## src/rtl/bcci_axil_cfg_master.sv

```systemverilog
// ---------------------------------------------------------------------------
// bcci_axil_cfg_master
//
// AXI4-Lite initiator driving the bcci_ip control register file from a simple
// command/response handshake. One transaction is outstanding at a time. A
// transaction that stays outstanding for TIMEOUT_CYCLES cycles is abandoned,
// reported with SLVERR and a timeout flag, and the block then parks in a
// sticky error state until reset.
//
// Ports
//   clk, rst_n            clock, asynchronous active-low reset
//   cmd_*                 command request (valid/ready, write, addr, wdata, wstrb)
//   rsp_*                 response (valid/ready, rdata, resp, timeout)
//   err                   sticky timeout flag
//   m_axi_aw*/w*/b*       AXI4-Lite write address / data / response channels
//   m_axi_ar*/r*          AXI4-Lite read address / data channels
// ---------------------------------------------------------------------------
module bcci_axil_cfg_master #(
    parameter int AXI_DATA_WIDTH = 32,
    parameter int AXI_ADDR_WIDTH = 32,
    parameter int TIMEOUT_CYCLES = 1024
) (
    input  logic                          clk,
    input  logic                          rst_n,

    input  logic                          cmd_valid,
    output logic                          cmd_ready,
    input  logic                          cmd_write,
    input  logic [AXI_ADDR_WIDTH-1:0]     cmd_addr,
    input  logic [AXI_DATA_WIDTH-1:0]     cmd_wdata,
    input  logic [AXI_DATA_WIDTH/8-1:0]   cmd_wstrb,

    output logic                          rsp_valid,
    input  logic                          rsp_ready,
    output logic [AXI_DATA_WIDTH-1:0]     rsp_rdata,
    output logic [1:0]                    rsp_resp,
    output logic                          rsp_timeout,
    output logic                          err,

    output logic                          m_axi_awvalid,
    output logic [AXI_ADDR_WIDTH-1:0]     m_axi_awaddr,
    output logic [2:0]                    m_axi_awprot,
    input  logic                          m_axi_awready,
    output logic                          m_axi_wvalid,
    output logic [AXI_DATA_WIDTH-1:0]     m_axi_wdata,
    output logic [AXI_DATA_WIDTH/8-1:0]   m_axi_wstrb,
    input  logic                          m_axi_wready,
    input  logic                          m_axi_bvalid,
    input  logic [1:0]                    m_axi_bresp,
    output logic                          m_axi_bready,

    output logic                          m_axi_arvalid,
    output logic [AXI_ADDR_WIDTH-1:0]     m_axi_araddr,
    output logic [2:0]                    m_axi_arprot,
    input  logic                          m_axi_arready,
    input  logic                          m_axi_rvalid,
    input  logic [AXI_DATA_WIDTH-1:0]     m_axi_rdata,
    input  logic [1:0]                    m_axi_rresp,
    output logic                          m_axi_rready
);

    localparam int CNT_W = $clog2(TIMEOUT_CYCLES) + 1;
    localparam logic [CNT_W-1:0] CNT_TERM = CNT_W'(TIMEOUT_CYCLES - 1);
    localparam logic [1:0] RESP_SLVERR = 2'b10;

    typedef enum logic [2:0] {
        S_IDLE,
        S_WADDR,
        S_WRESP,
        S_RADDR,
        S_RDATA,
        S_RSP,
        S_ERR
    } state_t;

    state_t                        state_q, state_d;
    logic                          ready_en_q;
    logic                          aw_done_q;
    logic                          w_done_q;
    logic [CNT_W-1:0]              cnt_q;
    logic [AXI_ADDR_WIDTH-1:0]     addr_q;
    logic [AXI_DATA_WIDTH-1:0]     wdata_q;
    logic [AXI_DATA_WIDTH/8-1:0]   wstrb_q;
    logic [AXI_DATA_WIDTH-1:0]     rdata_q;
    logic [1:0]                    resp_q;
    logic                          timeout_q;
    logic                          err_q;

    logic accept;
    logic aw_hs;
    logic w_hs;
    logic terminal;
    logic capture_b;
    logic capture_r;
    logic fire_timeout;
    logic busy;

    // Channel handshakes only count while the matching valid is actually up.
    assign aw_hs    = (state_q == S_WADDR) && !aw_done_q && m_axi_awready;
    assign w_hs     = (state_q == S_WADDR) && !w_done_q  && m_axi_wready;
    assign terminal = (cnt_q == CNT_TERM);
    assign busy     = (state_q == S_WADDR) || (state_q == S_WRESP) ||
                      (state_q == S_RADDR) || (state_q == S_RDATA);

    // Next-state logic. In every busy state the normal exit is tested first,
    // so a handshake landing on the terminal count still completes normally.
    always_comb begin
        state_d      = state_q;
        accept       = 1'b0;
        capture_b    = 1'b0;
        capture_r    = 1'b0;
        fire_timeout = 1'b0;
        case (state_q)
            S_IDLE: begin
                if (ready_en_q && cmd_valid) begin
                    accept  = 1'b1;
                    state_d = cmd_write ? S_WADDR : S_RADDR;
                end
            end
            S_WADDR: begin
                if ((aw_done_q || aw_hs) && (w_done_q || w_hs)) begin
                    state_d = S_WRESP;
                end else if (terminal) begin
                    fire_timeout = 1'b1;
                    state_d      = S_RSP;
                end
            end
            S_WRESP: begin
                if (m_axi_bvalid) begin
                    capture_b = 1'b1;
                    state_d   = S_RSP;
                end else if (terminal) begin
                    fire_timeout = 1'b1;
                    state_d      = S_RSP;
                end
            end
            S_RADDR: begin
                if (m_axi_arready) begin
                    state_d = S_RDATA;
                end else if (terminal) begin
                    fire_timeout = 1'b1;
                    state_d      = S_RSP;
                end
            end
            S_RDATA: begin
                if (m_axi_rvalid) begin
                    capture_r = 1'b1;
                    state_d   = S_RSP;
                end else if (terminal) begin
                    fire_timeout = 1'b1;
                    state_d      = S_RSP;
                end
            end
            S_RSP: begin
                // err is only ever set by a timeout, so it tells us whether the
                // response being consumed was the timeout one.
                if (rsp_ready) begin
                    state_d = err_q ? S_ERR : S_IDLE;
                end
            end
            S_ERR: begin
                state_d = S_ERR;
            end
            default: begin
                state_d = S_IDLE;
            end
        endcase
    end

    always_ff @(posedge clk or negedge rst_n) begin
        if (!rst_n) begin
            state_q <= S_IDLE;
        end else begin
            state_q <= state_d;
        end
    end

    // cmd_ready is held low for the first cycle out of reset so that every
    // output reads 0 while rst_n is asserted even though the state is IDLE.
    always_ff @(posedge clk or negedge rst_n) begin
        if (!rst_n) begin
            ready_en_q <= 1'b0;
        end else begin
            ready_en_q <= 1'b1;
        end
    end

    // AW and W are tracked separately so each valid drops on its own handshake.
    always_ff @(posedge clk or negedge rst_n) begin
        if (!rst_n) begin
            aw_done_q <= 1'b0;
            w_done_q  <= 1'b0;
        end else if (accept) begin
            aw_done_q <= 1'b0;
            w_done_q  <= 1'b0;
        end else begin
            if (aw_hs) aw_done_q <= 1'b1;
            if (w_hs)  w_done_q  <= 1'b1;
        end
    end

    always_ff @(posedge clk or negedge rst_n) begin
        if (!rst_n) begin
            cnt_q <= '0;
        end else if (accept) begin
            cnt_q <= '0;
        end else if (busy) begin
            cnt_q <= cnt_q + CNT_W'(1);
        end
    end

    always_ff @(posedge clk or negedge rst_n) begin
        if (!rst_n) begin
            addr_q  <= '0;
            wdata_q <= '0;
            wstrb_q <= '0;
        end else if (accept) begin
            addr_q  <= cmd_addr;
            wdata_q <= cmd_wdata;
            wstrb_q <= cmd_wstrb;
        end
    end

    always_ff @(posedge clk or negedge rst_n) begin
        if (!rst_n) begin
            rdata_q   <= '0;
            resp_q    <= '0;
            timeout_q <= 1'b0;
            err_q     <= 1'b0;
        end else if (fire_timeout) begin
            rdata_q   <= '0;
            resp_q    <= RESP_SLVERR;
            timeout_q <= 1'b1;
            err_q     <= 1'b1;
        end else if (capture_b) begin
            rdata_q   <= '0;
            resp_q    <= m_axi_bresp;
            timeout_q <= 1'b0;
        end else if (capture_r) begin
            rdata_q   <= m_axi_rdata;
            resp_q    <= m_axi_rresp;
            timeout_q <= 1'b0;
        end
    end

    // Outputs decode from registered state only; nothing combinational from
    // the AXI inputs reaches the outputs.
    assign cmd_ready     = (state_q == S_IDLE) && ready_en_q;
    assign rsp_valid     = (state_q == S_RSP);
    assign rsp_rdata     = rdata_q;
    assign rsp_resp      = resp_q;
    assign rsp_timeout   = timeout_q;
    assign err           = err_q;

    assign m_axi_awvalid = (state_q == S_WADDR) && !aw_done_q;
    assign m_axi_awaddr  = addr_q;
    assign m_axi_awprot  = 3'b000;
    assign m_axi_wvalid  = (state_q == S_WADDR) && !w_done_q;
    assign m_axi_wdata   = wdata_q;
    assign m_axi_wstrb   = wstrb_q;
    assign m_axi_bready  = (state_q == S_WRESP);

    assign m_axi_arvalid = (state_q == S_RADDR);
    assign m_axi_araddr  = addr_q;
    assign m_axi_arprot  = 3'b000;
    assign m_axi_rready  = (state_q == S_RDATA);

endmodule

```

## config.mk

```make
export PLATFORM = sky130hd
export DESIGN_NAME = bcci_axil_cfg_master
export DESIGN_NICKNAME = d
export VERILOG_FILES = /design/src/rtl/bcci_axil_cfg_master.sv
export SDC_FILE = /design/constraint.sdc
export NUM_CORES = 1
export LEC_CHECK = 0
export CAP_MARGIN = 10
export CORE_AREA = 10 10 121 123
export DETAILED_ROUTE_END_ITERATION = 10
export DIE_AREA = 0 0 131 133
export GPL_TIMING_DRIVEN = 0
export HOLD_SLACK_MARGIN = 0.1
export PLACE_DENSITY = 0.85
export SLEW_MARGIN = 0
export SYNTH_ARGS = -nofsm -noshare
export SYNTH_HDL_FRONTEND = slang
export SYNTH_SLANG_ARGS = --single-unit
```

## constraint.sdc

```tcl
create_clock -name clk -period 6.1 [get_ports clk]
set_clock_uncertainty 0.2 [all_clocks]
set_input_delay 1.22 -clock clk [delete_from_list [all_inputs] [get_ports clk]]
set_output_delay 1.22 -clock clk [all_outputs]
set_load 0.02 [all_outputs]
```

# Word level (Yosys, flattened, before mapping)
# Index checks and enable logic that the tools add are counted.
# word_totals
ff_bits	121
inputBits	114
out_inout_bits	149
# op_classes
addsub	1
eq_ne	9
mux	37
reduce_logical	20
# ops
operator	count
$mux 32	3
$mux 3	8
$mux 11	2
$pmux 3 s7	1
$mux 1	18
$add 11x1->11 const B	1
$eq 11x10->1 const B	1
$eq 3x3->1 const B	3
$mux 2	4
$logic_and 1x1->1	7
$eq 3x2->1 const B	2
$reduce_bool 2->1	3
$logic_or 1x1->1	5
$pmux 1 s4	1
$eq 3x1->1 const B	1
$logic_not 3->1	1
$reduce_bool 3->1	1
$logic_not 1->1	2
$ne 2x1->1 const B	1
$ne 2x2->1 const B	1
$reduce_and 2->1	1

# Depth between registers and ports, before layout
# logic_depth
word_depth	8
depth_mapped	7
depth_no_buf	5

# Worst setup path after synthesis
# Ideal clock, no wire load.
# synth_path
path_type	input to register
startpoint	in m_axi_awready
endpoint	reg rdata_q[25] (netlist: rsp_rdata[25])
setup_ns	0.122
t_arrival_ns	2.599
path_slack_ns	3.180
cell_stages	6
cell_sequence	o22ai_1 a222oi_1 or4_4 buf_6 buf_6 a32o_1
# synth_via
elab_chain_len	6
word_cells_on_any_way	7
cone_classes	mux: 3; reduce/logical: 4
# synth_rtl
item	line	rtl
start, declared	43	input logic m_axi_awready,
$logic_and 1x1->1 (*)	99	assign aw_hs = (state_q == S_WADDR) && !aw_done_q && m_axi_awready;
$logic_or 1x1->1 (*)	121	if ((aw_done_q || aw_hs) && (w_done_q || w_hs)) begin
$logic_and 1x1->1 (*)	121	
$mux 1 (*)	121	
$pmux 1 s4 (*)	113	case (state_q)
$reduce_bool 3->1 (no source line) or $mux 32 (tied branches)	--	
end signal, assigned	240	rdata_q <= m_axi_rdata;
end, declared	84	logic [AXI_DATA_WIDTH-1:0] rdata_q;
# Mark *: on every way between the ends. The rest lies on a longest branch, timed or not.
# A chain may end at the register's enable or synchronous reset.

# Final worst setup path
# layout_path
startpoint	reg state_q[2]
endpoint	out cmd_ready
# layout_via
elab_chain_len	2
# layout_rtl
item	line	rtl
start, declared	76	state_t state_q, state_d;
start signal, assigned	174	state_q <= state_d;
$logic_not 3->1	248	assign cmd_ready = (state_q == S_IDLE) && ready_en_q;
$logic_and 1x1->1	248	
end, declared	27	output logic cmd_ready,
# No other way between the ends.

==> flow_metrics.tcl <==
set metrics [dict create \
    first_pass_grt_wire_length_um 27000 \
    max_freq_mhz 267 \
    number_of_nets_in_the_layout 934 \
    r2r_cells 6 \
    global_route_congestion_overflow_total 0 \
    placed_area_um2 8070 \
    min_period_over_period 0.613 \
    synth-warning-count 0 \
    detailroute.via_count 4883 \
    cts_sinks 121 \
    top_level_ports 263 \
    rsz_0062_raised_after_global_routing "no" \
    timing.max_cap.violations 0 \
    sequential_fraction_of_the_synthesis_area 0.577 \
    die_h_um 133 \
    yosys.cell_types.count 43 \
    post-dp-hpwl_um 13500 \
    post_layout_min_period_ns 3.74 \
    outcome "finished clean" \
    route.detailed.wl_per_inst_um 17.3 \
    numPortBuffers 256 \
    finalWorstSetupSlack_ns 2.36 \
    core_region_area_um2 12400 \
    antenna_cells 0 \
    synth.ff_latch_count 121 \
    areaGrowthSynthToFinish_pct 65.9 \
    totalPowerFinal_mw 5.04 \
    n_fill_cell 879 \
    postSynthAreaPerCell_um2 9.75 \
    ys.flop_type "dfrtp_1" \
    timing.hold.worst.class "register to register" \
    post_synth_inst_count 538 \
    worst_ep_required_time_ns 4.68 \
    maxSlewViolCount 0 \
    vdd_ir_drop_max_mv 0.298 \
    drt-vias-per-instance 4.86 \
    ctsResizeCount 0 \
    power-per-cell-area_nw_per_um2 579 \
    routed_wl_um 17300 \
    crit_fanout 10 \
    setup_viol 0 \
    drt-initial-drc-count 233 \
    clock_tree_from_tritoncts "yes" \
    path_clk_slew_ns 0.05 \
    finish.utilization 0.704 \
    post_cts_hold_buffers 0 \
    crit_path_end_kind "output port" \
    worstMarginPinSlew_ns 0.882 \
    combined_area_of_all_synthesized_cells_um2 5250 \
    post_route_hold_slack_ns 0.272 \
    drive_gt1_frac 0.0974 \
    final.setup.tns_ns 0 \
    post_cts_setup_buffers 0 \
    critPathLaunchType "register" \
    hold_path_depth 2 \
    grt_start_max_net_pins 75 \
    dpl_worst_slack_ns 2.56 \
    number_of_enable_flip_flop_cells_after_synthesis 0 \
    initial_utilization 0.424 \
    die_w_um 131 \
    route.antenna.remaining_nets 0 \
    worst_ep_arrival_time_ns 2.32 \
    clockBufferDepth 2 \
    leakage_power_nw 4.00 \
    cts_made_buffers 17 \
    firstDrtPassIters 5 \
    vias_in_the_first_global_route 5194 \
    num_rows 41 \
    gr_util_all_layers 0.194 \
    die_area_um2 17400 \
    place.gp.congestion 0.812 \
    initial_antenna_violation_count 0 \
    post_layout_nonfiller_instances 1004 \
    clkLatencyLatePin_ns 0.40 \
    drt_drc_violations_left 0 \
    max-slew-margin-rel 0.410 \
    final_design_area_no_fill_um2 8700 \
    synthArstFlopShare 1.00 \
    numPlacedInstances 972 \
    clock-root-buffer "clkbuf_16" \
    timing.setup.critical_path_class "register to output port" \
    cts-htree-levels 4 \
    timing.final.hold_violations 0 \
]
==> power by group <==
part	internal (mW)	leakage, nW	switching, mW
Sequential	1.18	1.51	0.278
Combinational	1.25	2.20	1.27
Clock	0.705	0.299	0.353
==> area by class of cell <==
class | instances | area, um2 | share of cell area
Clock inverter | 11 | 170 | 0.0196
Tap cell | 172 | 215 | 0.0247
Buffer | 69 | 433 | 0.0497
Multi-Input combinational cell | 348 | 1790 | 0.205
Clock buffer | 21 | 460 | 0.0529
Sequential cell | 121 | 3030 | 0.348
Inverter | 5 | 18.8 | 0.00216
Timing Repair Buffer | 257 | 2590 | 0.298
==> worst max-delay path: stages, from the launching register on <==
cell and delay (ns):
dfrtp_1 0.43, clkbuf_1 0.25, nor3_1 0.40, and2_1 0.21, clkdlybuf4s50_1 0.64
==> layer usage <==
layer,up-vias,share of wire,global-route usage
met1,2336,0.39,0.214
met4,0,0.012,0.0692
met3,16,0.10,0.0763
met2,214,0.50,0.328
met5,-,0,0
li1,2317,-,-
==> logic make-up (layout without fill, tap and decap cells) <==
| logic type | Yosys count | in the layout | share of synthesized area |
|---|---|---|---|
| muxes | 10 | 10 | 0.0193 |
| adders and majority gates | 1 | 1 | 0.00238 |
| buffers and inverters | 74 | 363 | 0.0861 |
| DFF | 121 | 121 | 0.577 |
| xor gates and xnor gates | 1 | 1 | 0.00167 |
| other | 2 | 7 | 0.00143 |
| and+or+nand+nor | 268 | 268 | 0.213 |
| AOI/OAI and AO/OA | 61 | 61 | 0.0987 |
==> cells in the mapped netlist (3+ instances only) <==
master	count	area, um2
a22o_1	3	26.3
a21oi_1	6	30.0
buf_6	4	45.0
nand3_1	4	20.0
mux2i_1	9	90.1
a32o_1	33	330
nand2_1	226	848
clkbuf_1	25	93.8
nor4_1	4	25.0
o22ai_1	4	25.0
dfrtp_1	121	3030
inv_1	5	18.8
nand4_1	4	25.0
nor2_1	9	33.8
buf_4	38	285
nor3_1	4	20.0
and2_1	3	18.8
o21ai_0	4	20.0
==> flip-flops by register name (all words and copies together) (netlist names) <==
register / count
rsp_rdata: 32
rsp_resp: 2
ready_en_q: 1
err: 1
rsp_timeout: 1
m_axi_wdata: 32
state_q: 3
cnt_q: 11
aw_done_q: 1
m_axi_wstrb: 4
m_axi_araddr: 32
w_done_q: 1
==> path summary, 6_finish.rpt <==
check,startpoint,slack (ns),to
min in group asynchronous,rst_n,0.54,m_axi_araddr[2]$_DFFE_PN0P_
setup / recovery,state_q[2]$_DFFE_PN0P_,2.36,cmd_ready
hold / removal,m_axi_wstrb[3]$_DFFE_PN0P_,0.27,m_axi_wstrb[3]$_DFFE_PN0P_
max in group asynchronous,rst_n,4.44,w_done_q$_DFFE_PN0P_
setup reg to reg,state_q[2]$_DFFE_PN0P_,3.51,rsp_rdata[27]$_DFFE_PN0P_
hold reg to reg,m_axi_wstrb[3]$_DFFE_PN0P_,0.27,m_axi_wstrb[3]$_DFFE_PN0P_
==> cells in the final DEF, fill, tap and decap left out, drive strengths merged, types with 2 or more instances in the layout <==
cell type	instances
nor4	4
nand4	4
clkbuf	46
o21ai	4
inv	5
a32o	33
nor2	9
nand3	5
o211ai	2
a22o	3
dfrtp	121
or3	2
mux2i	9
nor3b	3
a21o	2
buf	46
a21oi	6
clkinv	4
nand2b	2
bufinv	4
clkdlybuf4s50	255
a31oi	2
clkinvlp	3
o22ai	4
nor4bb	2
nand2	226
and2	3
conb	7
nor3	4
Note: power is estimated with default switching activity, not from simulation.
==> variant (same settings) <==
Register the output `err` once more, cleared by the reset; this adds one clock of latency there. The other outputs are not delayed to match.
--- a/src/rtl/bcci_axil_cfg_master.sv
+++ b/src/rtl/bcci_axil_cfg_master.sv
@@ -251,5 +251,11 @@
     assign rsp_resp      = resp_q;
     assign rsp_timeout   = timeout_q;
-    assign err           = err_q;
+    always_ff @(posedge clk or negedge rst_n) begin
+        if (!rst_n) begin
+            err <= '0;
+        end else begin
+            err <= err_q;
+        end
+    end
 
     assign m_axi_awvalid = (state_q == S_WADDR) && !aw_done_q;
Check against the original RTL: same outputs for any inputs over 10 cycles, from zero or initial values and one cycle with rst_n low; that may be too few to reach the edited logic, so the function may still have changed.
==> variant against the unedited design <==
Non-clock buffer count stayed put; sequential cell count is 1 higher; total power is 0.41% lower; via count hardly changed; routed wire length is 0.32% higher; cell area hardly changed; synthesized area is 0.48% higher; setup slack worse by 27 ps.
==> variant: results (changes against the unedited design) <==
Detailed routing
  • Vias: 4884 (+0.020%)
  • Initial DRC Count: 289 (+24%)
  • Drt first pass iters: 5 (unchanged)
  • Final Routed Wirelength: 17400 um (+0.32%)
  • Drt via density: 4.86 (about the same)

Clock tree
  • Clk buf depth: 2 (unchanged)
  • Cts bufs inserted: 17 (unchanged)
  • Clk_lat worst skew: roughly 410 ps
  • Post-CTS Setup Repair Bufs: 0 (unchanged)
  • CTS root buffer: clkbuf_16
  • CTS resizes: 0 (unchanged)
  • Worst-path clk slew: 50 ps (about the same)
  • H-tree levels: 4 (unchanged)

Synthesis
  • Syn_area_per_cell: 9.78 um2 (+0.29%)
  • Netlist cell types: 43 (unchanged)
  • Warnings, synthesis: 0 (unchanged)
  • Asr flop ratio synth: 100% (unchanged)
  • Largest cells by area after synthesis: dfrtp_1 (58%), nand2_1 (16%), a32o_1 (6.3%), buf_4 (5.4%), clkbuf_1 (1.8%)
  • Top cells by count, synth: nand2_1 (226), dfrtp_1 (122), buf_4 (38)
  • Seq/Total Area, Yosys: 57.9% (+0.20 points)

Cells and area
  • Nets: 935 (+0.11%)
  • Number of diodes: 0 (unchanged)
  • Fraction of layout cells with a size suffix above 1: 9.48% (-0.25 points)
  • Layout fillers: 880 (+0.11%)
  • Most common cell after layout, fill and taps aside: clkdlybuf4s50_1

Setup path
  • Max stage delay on crit path: 640 ps (about the same)
  • Slowest library cell on the worst path: clkdlybuf4s50_1
  • Max FO, Critical Path: 10 (unchanged)
  • CP arrival: 2350 ps (+30 ps)

Placed design
  • DP Worst Slack: 2540 ps (-14.7 ps)
  • DP Wirelength: 13500 um (+0.13%)
  • Buffers on Ports: 256 (unchanged)
  • Routability cong.: 0.825 (+1.7%)
  • Placed cells: 973 (+0.10%)
  • Post-place instance area: 0.00810 mm2 (+0.31%)

GRT
  • Vias in the first global route: 5201 (+0.13%)
  • Pin count of the biggest net entering global routing: 74 (-1.3%)
  • First-pass GRT wire length: 26800 um (-0.84%)
  • Initial antenna violation count: 0 (unchanged)
  • Total track usage: 19.5% (+0.10 points)

Pwr
  • VDD IR max: 331 uV (+11%)
  • Net Sw Frac: 37.7% (about the same)
  • LEAKAGE: 0.00401 uW (+0.17%)

Hold path
  • Worst Hold Class: flip-flop to flip-flop

Timing
  • Worst-margin pin slew: 929 ps (+47.2 ps)

Outcome
  • Status: finished, final reports clean
-- variant: final cells by class --
type	count	area, um2	area share, %
Clock buffer	25	495	5.69
Tap cell	172	215	2.47
Inverter	5	18.8	0.216
Clock inverter	7	113	1.29
Multi-Input combinational cell	348	1790	20.5
Sequential cell	122	3050	35.1
Timing Repair Buffer	257	2590	29.8
Buffer	69	433	4.97
-- variant: cells by family after synthesis --
kind of cell             synth area share [%]
AND/OR/NAND/NOR                          21.2
buffers and inverters                    8.57
XOR/XNOR                                0.166
AO/OA/AOI/OAI                            9.83
multiplexers                             1.92
other                                   0.142
adder cells (fa/ha/maj)                 0.237
flip-flops                               57.9
-- variant: path summary, 6_finish.rpt --
| kind | startpoint | end | slack, ps | depth (start not counted) |
|---|---|---|---|---|
| worst max-delay path | state_q[2] | cmd_ready | 2330 | 4 |
| worst min-delay path | err_q | err | 200 | 0 |
| worst max register to register | state_q[0] | m_axi_wdata[25] | 3480 | 6 |
| worst min register to register | err_q | err | 200 | 0 |
| max in group asynchronous | rst_n | m_axi_wdata[10] | 4430 | 2 |
| min in group asynchronous | rst_n | m_axi_wdata[26] | 550 | 1 |
-- variant: critical path: cells and delay by family (launching register included) --
kind          cells  cell delay [ps]
buf+inv           2              880
flops             1              420
simple gates      2              640
-- variant: power by group through the flow --
| stage | sequential (uW) | combinational [uW] | clock [uW] |
|---|---|---|---|
| floorplan | 1840 | 912 | 0 |
| global placement | 1440 | 2490 | 0 |
| detailed placement | 1470 | 2560 | 0 |
| CTS | 1460 | 2570 | 1040 |
| global route | 1510 | 2710 | 1080 |
| finish | 1460 | 2530 | 1020 |
-- variant: per-layer routing --
layer	up-vias	track usage [%]	share of wire (%)
li1	2323	-	-
met1	2319	20.0	36
met2	216	33.8	51
met3	26	8.71	12
met4	0	7.29	1.7
met5	-	0	0
-- variant: metrics by stage --
step	setup TNS, ps	utilization, %
after CTS	0	70.4
after global placement	-114460	65.3
after floorplan	0	-
after global routing	0	70.4
final	0	70.4
after detailed placement	0	65.5
